$ cat config.mk
export PLATFORM = sky130hd
export DESIGN_NAME = axi2ahb_wcmd
export DESIGN_NICKNAME = d
export VERILOG_FILES = /design/src/rtl/axi2ahb_pkg.sv /design/src/rtl/axi2ahb_addr_gen.sv /design/src/rtl/axi2ahb_wcmd.sv
export SDC_FILE = /design/constraint.sdc
export NUM_CORES = 1
export LEC_CHECK = 0
export CORE_MARGIN = 3
export CORE_UTILIZATION = 45
export DETAILED_ROUTE_END_ITERATION = 8
export PLACE_DENSITY = 0.83
export SLEW_MARGIN = 20
export SYNTH_ARGS = -nofsm -noshare
export SYNTH_HDL_FRONTEND = slang
export SYNTH_SLANG_ARGS = --single-unit
$ cat constraint.sdc
create_clock -name ACLK -period 3.5 [get_ports ACLK]
set_clock_uncertainty 0.05 [all_clocks]
set_input_delay 0.7 -clock ACLK [delete_from_list [all_inputs] [get_ports ACLK]]
set_output_delay 0.7 -clock ACLK [all_outputs]
set_load 0.1 [all_outputs]
$ cat src/rtl/axi2ahb_pkg.sv
// Shared encodings for the AXI-to-AHB bridge: AHB HTRANS/HBURST, AXI AWBURST,
// FSM states, and the AXI burst to AHB HBURST mapping.
package axi2ahb_pkg;

    localparam logic [1:0] HTRANS_IDLE   = 2'b00;
    localparam logic [1:0] HTRANS_BUSY   = 2'b01;
    localparam logic [1:0] HTRANS_NONSEQ = 2'b10;
    localparam logic [1:0] HTRANS_SEQ    = 2'b11;

    localparam logic [2:0] HBURST_SINGLE = 3'b000;
    localparam logic [2:0] HBURST_INCR   = 3'b001;
    localparam logic [2:0] HBURST_WRAP4  = 3'b010;
    localparam logic [2:0] HBURST_INCR4  = 3'b011;
    localparam logic [2:0] HBURST_WRAP8  = 3'b100;
    localparam logic [2:0] HBURST_INCR8  = 3'b101;
    localparam logic [2:0] HBURST_WRAP16 = 3'b110;
    localparam logic [2:0] HBURST_INCR16 = 3'b111;

    localparam logic [1:0] AXI_BURST_FIXED = 2'b00;
    localparam logic [1:0] AXI_BURST_INCR  = 2'b01;
    localparam logic [1:0] AXI_BURST_WRAP  = 2'b10;

    typedef enum logic {
        ST_IDLE  = 1'b0,
        ST_BURST = 1'b1
    } state_t;

    // Fixed-length AHB bursts only exist for 4/8/16 beats; anything else
    // incrementing falls back to undefined-length INCR.
    function automatic logic [2:0] hburst_map(input logic [1:0] burst,
                                              input logic [7:0] len);
        logic [2:0] hb;
        hb = HBURST_SINGLE;
        case (burst)
            AXI_BURST_FIXED: hb = HBURST_SINGLE;
            AXI_BURST_INCR: begin
                case (len)
                    8'd3:    hb = HBURST_INCR4;
                    8'd7:    hb = HBURST_INCR8;
                    8'd15:   hb = HBURST_INCR16;
                    default: hb = HBURST_INCR;
                endcase
            end
            AXI_BURST_WRAP: begin
                case (len)
                    8'd3:    hb = HBURST_WRAP4;
                    8'd7:    hb = HBURST_WRAP8;
                    8'd15:   hb = HBURST_WRAP16;
                    default: hb = HBURST_INCR;
                endcase
            end
            default: hb = HBURST_SINGLE;
        endcase
        return hb;
    endfunction

endpackage

$ cat src/rtl/axi2ahb_addr_gen.sv
// Combinational next-beat address for AXI FIXED/INCR/WRAP bursts.
// Shared between the write-command and read-command paths.
module axi2ahb_addr_gen
    import axi2ahb_pkg::*;
#(
    parameter int AXI_ADDR_WIDTH = 32
) (
    input  logic [AXI_ADDR_WIDTH-1:0] addr,
    input  logic [7:0]                len,
    input  logic [2:0]                size,
    input  logic [1:0]                burst,
    output logic [AXI_ADDR_WIDTH-1:0] next_addr
);

    logic [AXI_ADDR_WIDTH-1:0] step;
    logic [AXI_ADDR_WIDTH-1:0] incr_addr;
    logic [AXI_ADDR_WIDTH-1:0] wrap_mask;

    assign step      = AXI_ADDR_WIDTH'(1) << size;
    assign incr_addr = addr + step;
    // Window is (len+1) beats of the transfer size; legal WRAP lengths are
    // powers of two so the window minus one is a clean bit mask.
    assign wrap_mask = ((AXI_ADDR_WIDTH'(len) + AXI_ADDR_WIDTH'(1)) << size)
                       - AXI_ADDR_WIDTH'(1);

    // Select the next address according to the latched burst type.
    always_comb begin
        next_addr = addr;
        case (burst)
            AXI_BURST_FIXED: next_addr = addr;
            AXI_BURST_INCR:  next_addr = incr_addr;
            AXI_BURST_WRAP:  next_addr = (addr & ~wrap_mask) | (incr_addr & wrap_mask);
            default:         next_addr = addr;
        endcase
    end

endmodule

$ cat src/rtl/axi2ahb_wcmd.sv
// AXI write-address channel to AHB address-phase converter.
// One AW command becomes one AHB burst; each beat is paced by the
// downstream write-data holder (ctrl_wdata_valid) and by HREADY.
//
//   state    | meaning
//   ---------+---------------------------------------------------------
//   ST_IDLE  | AWREADY high, AHB bus idle, waiting for an AW command
//   ST_BURST | issuing AHB address phases for the latched command
module axi2ahb_wcmd
    import axi2ahb_pkg::*;
#(
    parameter int AXI_ID_WIDTH   = 1,
    parameter int AXI_ADDR_WIDTH = 32,
    parameter int AXI_DATA_WIDTH = 32
) (
    input  logic                      ACLK,
    input  logic                      ARESETN,

    input  logic [AXI_ID_WIDTH-1:0]   AWID,
    input  logic [AXI_ADDR_WIDTH-1:0] AWADDR,
    input  logic [7:0]                AWLEN,
    input  logic [2:0]                AWSIZE,
    input  logic [1:0]                AWBURST,
    input  logic                      AWVALID,
    output logic                      AWREADY,

    output logic [AXI_ADDR_WIDTH-1:0] HADDR,
    output logic [1:0]                HTRANS,
    output logic                      HWRITE,
    output logic [2:0]                HSIZE,
    output logic [2:0]                HBURST,
    input  logic                      HREADY,

    output logic [AXI_ID_WIDTH-1:0]   cmd_id,
    input  logic                      ctrl_wdata_valid,
    input  logic                      ctrl_wdata_last,
    output logic                      ctrl_wdata_ready
);

    localparam int MAX_SIZE = $clog2(AXI_DATA_WIDTH / 8);

    state_t                    state;
    state_t                    state_nxt;

    logic [AXI_ID_WIDTH-1:0]   id_q;
    logic [AXI_ADDR_WIDTH-1:0] addr_q;
    logic [7:0]                len_q;
    logic [2:0]                size_q;
    logic [1:0]                burst_q;
    logic [2:0]                hburst_q;
    logic [7:0]                cnt;
    logic                      first;

    logic                      aw_fire;
    logic                      beat_acc;
    logic                      last_beat;
    logic [AXI_ADDR_WIDTH-1:0] addr_next;

    assign aw_fire   = AWVALID && AWREADY;
    // NONSEQ and SEQ are the only HTRANS codes with bit 1 set.
    assign beat_acc  = HREADY && HTRANS[1];
    assign last_beat = (cnt == 8'd0);

    axi2ahb_addr_gen #(
        .AXI_ADDR_WIDTH (AXI_ADDR_WIDTH)
    ) u_addr_gen (
        .addr      (addr_q),
        .len       (len_q),
        .size      (size_q),
        .burst     (burst_q),
        .next_addr (addr_next)
    );

    // State register.
    always_ff @(posedge ACLK or negedge ARESETN) begin
        if (!ARESETN) begin
            state <= ST_IDLE;
        end else begin
            state <= state_nxt;
        end
    end

    // Next-state: enter a burst on AW handshake, leave after the final beat.
    always_comb begin
        state_nxt = state;
        case (state)
            ST_IDLE:  if (aw_fire) state_nxt = ST_BURST;
            ST_BURST: if (beat_acc && last_beat) state_nxt = ST_IDLE;
            default:  state_nxt = ST_IDLE;
        endcase
    end

    // Outputs: HTRANS follows ctrl_wdata_valid combinationally so a missing
    // data beat inserts BUSY (or IDLE before the first beat / in FIXED).
    always_comb begin
        AWREADY = 1'b0;
        HWRITE  = 1'b0;
        HTRANS  = HTRANS_IDLE;
        case (state)
            ST_IDLE: begin
                AWREADY = 1'b1;
            end
            ST_BURST: begin
                HWRITE = 1'b1;
                if (burst_q == AXI_BURST_FIXED) begin
                    HTRANS = ctrl_wdata_valid ? HTRANS_NONSEQ : HTRANS_IDLE;
                end else if (ctrl_wdata_valid) begin
                    HTRANS = first ? HTRANS_NONSEQ : HTRANS_SEQ;
                end else begin
                    HTRANS = first ? HTRANS_IDLE : HTRANS_BUSY;
                end
            end
            default: begin
                AWREADY = 1'b1;
            end
        endcase
    end

    // Command latch on AW accept; address/counter advance on each beat.
    always_ff @(posedge ACLK or negedge ARESETN) begin
        if (!ARESETN) begin
            id_q     <= '0;
            addr_q   <= '0;
            len_q    <= 8'd0;
            size_q   <= 3'd0;
            burst_q  <= AXI_BURST_FIXED;
            hburst_q <= HBURST_SINGLE;
            cnt      <= 8'd0;
            first    <= 1'b0;
        end else if (aw_fire) begin
            id_q     <= AWID;
            addr_q   <= AWADDR;
            len_q    <= AWLEN;
            size_q   <= AWSIZE;
            burst_q  <= AWBURST;
            hburst_q <= hburst_map(AWBURST, AWLEN);
            cnt      <= AWLEN;
            first    <= 1'b1;
        end else if (beat_acc) begin
            first  <= 1'b0;
            addr_q <= addr_next;
            if (!last_beat) begin
                cnt <= cnt - 8'd1;
            end
        end
    end

    assign HADDR            = addr_q;
    assign HSIZE            = size_q;
    assign HBURST           = hburst_q;
    assign cmd_id           = id_q;
    assign ctrl_wdata_ready = beat_acc;

    // The data stage's last flag must agree with our own beat count.
    a_last_matches: assert property (@(posedge ACLK) disable iff (!ARESETN)
        beat_acc |-> (ctrl_wdata_last == last_beat));

    // Transfer size may not exceed the data bus width.
    a_size_legal: assert property (@(posedge ACLK) disable iff (!ARESETN)
        aw_fire |-> (int'(AWSIZE) <= MAX_SIZE));

endmodule

==> flow_metrics.tcl <==
set metrics [dict create \
    outcome "finished clean" \
    path_clk_slew_ns 0.09 \
    yosysTopAreaCell "dfrtp_1" \
    place_inst 858 \
    num_rows 37 \
    pwr-share-seq_pct 18.3 \
    cts_tree "done" \
    chipWidth_um 110 \
    setup-violations-final 0 \
    cp.arrival_ns 3.51 \
    synth_top_family_by_area "simple AND/OR/NAND/NOR gates" \
    synth_top_flop_cell "dfrtp_1" \
    reg2reg_from "HSIZE[2]" \
    dp_hpwl_um 10600 \
    finalHoldViolations 0 \
    final_nets 814 \
    htree_levels 3 \
    yosysMostFrequentCell "nand2_1" \
    final-max-slew-violation-count 0 \
    ys_ff_latch 59 \
    n_antenna_cell 0 \
    place_ws_ns 0.00215 \
    cts-buffers-inserted 9 \
    worst_pin_slew_ns 0.986 \
    reg2reg_depth 15 \
    grt_pass1_wl_um 23300 \
    synth_common_cells "102 x nand2_1, 59 x dfrtp_1, 52 x nor2_1" \
    setup_ws_ns 0.168 \
    critPathLaunchType "flop" \
    clock_latency_ns 0.35 \
    syn_inst 635 \
    synthMuxAreaShare_pct 4.79 \
    place.gp.congestion 0.942 \
    power.internal_mw 3.18 \
    grt_start_max_net_pins 49 \
    ys_top_cells_by_area "dfrtp_1 30%, nand2_1 7.8%, o21ai_0 4.6%" \
    path_max_fanout 13 \
    max_freq_mhz 300 \
    hold_buffers 0 \
    crit_required_ns 3.68 \
    grt_pass1_vias 4906 \
    yosysSeqAreaShare_pct 30.2 \
    routed_wl_um 14400 \
    die_area_um2 12100 \
    ant_nets 0 \
    p_sw_mw 4.03 \
    firstDrtPassIters 5 \
    p_leak_nw 2.77 \
    cts_sinks 59 \
    portBuffers 94 \
    cts-root-buf "clkbuf_8" \
    synth_warnings 0 \
    synth_edf_count 0 \
    drt_iter0_markers 494 \
    synth_xor_area_share_pct 4.28 \
    overflow 0 \
    area.growth.synth_to_final_pct 32.3 \
    r2r_slack_ns 0.17 \
    drcViolationCount 0 \
    clkPwrFrac_pct 10.0 \
    combPwrFrac_pct 71.7 \
    drive_above_1_share_pct 20.2 \
    end_kind "flop" \
    fin_cells 888 \
    core-area_um2 10400 \
    async_flop_share_pct 100 \
    grtUsageTotal_pct 23.8 \
    num_vias 5169 \
    antenna_found_initial 0 \
    swShare_pct 55.9 \
    total_power_mw 7.21 \
    maxCapViolCount 0 \
    avgSynthCellArea_um2 7.69 \
    fillers 895 \
    fin_crit_sh_pct 95.2 \
    power.density_nw_per_um2 1120 \
    setup_tns_ns 0 \
    synth_fa_ha_area_share_pct 4.00 \
    hold_slack_ns 0.287 \
    num_io_pins 96 \
    synth_area_um2 4880 \
    relSlewSlack_pct 34.1 \
    synth_top_area_share_pct 30.2 \
    synth_simple_gate_area_share_pct 30.4 \
    max-vdd-ir-drop_mv 0.710 \
    die_h_um 110 \
    worstSetupPathType "reg -> reg" \
    synth.distinct_cells 77 \
    via_per_inst 5.82 \
    min_period_ns 3.33 \
    wire_per_inst_um 16.2 \
    hp-class "in -> async" \
    synth_nets 702 \
    synth-compound-area-share_pct 20.5 \
    start_util_pct 46.9 \
    cts.path.max_buffers 2 \
]
-- how the worst max path moves through the flow --
stage | startpoint | endpoint | cells past startpoint
6_report | HSIZE[2] | flop | 15
5_1_grt | HSIZE[0] | flop | 15
4_1_cts | len_q[1] | flop | 15
3_5_place_dp | ctrl_wdata_valid | flop | 13
3_3_place_gp | ctrl_wdata_valid | flop | 13
2_1_floorplan | ctrl_wdata_valid | flop | 11
-- kinds of logic (layout without fill, tap and decap cells) --
group                      after synthesis  count (layout)
buffers and inverters                   64             181
DFF                                     59              59
and+or+nand+nor                        304             304
AOI/OAI and AO/OA                      148             148
xor gates and xnor gates                23              23
muxes                                   22              22
adders and majority gates               15              15
-- layer usage --
layer  GRT usage, %  vias up  wire length [µm]
met5              0        -                 0
met4           6.68        0               280
met3           3.96       30               907
met2           41.0      187              7000
met1           30.8     2451              6190
li1               -     2501                 -
-- power by group through the flow --
stage	sequential, mW	combinational (mW)	clock [mW]
after CTS	1.34	4.81	0.726
final	1.32	5.17	0.721
after global routing	1.36	5.59	0.757
after detailed placement	1.35	4.79	0
after floorplan	2.28	2.79	0
after global placement	1.32	4.66	0
-- worst max-delay path, cell delays in order, from the launching register on --
cell and delay, ns:
dfrtp_4 0.57, nor2_1 0.15, nand2_1 0.12, inv_1 0.07, ha_1 0.22, a21o_1 0.18, a21o_1 0.20, a2111o_1 0.45
nand4_1 0.10, and3_4 0.19, buf_4 0.13, or3_1 0.14, o41ai_4 0.11, buf_4 0.18, mux2i_1 0.11, a211o_1 0.23
-- layout by cell type (no fill, tap or decap), drive strengths merged, types with 17 or more instances in the layout --
cell type        n
nand2          102
buf             82
dfrtp           59
clkdlybuf4s50   56
nor2            52
o21ai           45
nand3           39
a21oi           29
nor3            28
inv             26
mux2i           20
xnor2           17
-- final cells by class --
cell class	instances	area [µm²]	area share [%]
clock buffers	10	128	1.98
clock inverters	6	88.8	1.38
inverters	26	104	1.61
multi-input cells	512	3260	50.5
flip-flops and latches	59	1500	23.1
well taps	136	170	2.63
repair buffers	139	1210	18.8
-- timing repair --
action,CTS,global route
endpoints found under the setup margin,0,13
buffers inserted,0,14
gates resized for setup,0,22
-- per-stage QoR --
stage,area [µm²],util [%]
floorplan,5010,-
global placement,6030,57.9
detailed placement,6030,57.9
CTS,6250,60.0
global route,6460,62.0
finish,6460,62.0
No activity file was read; power rests on OpenSTA's default activity.
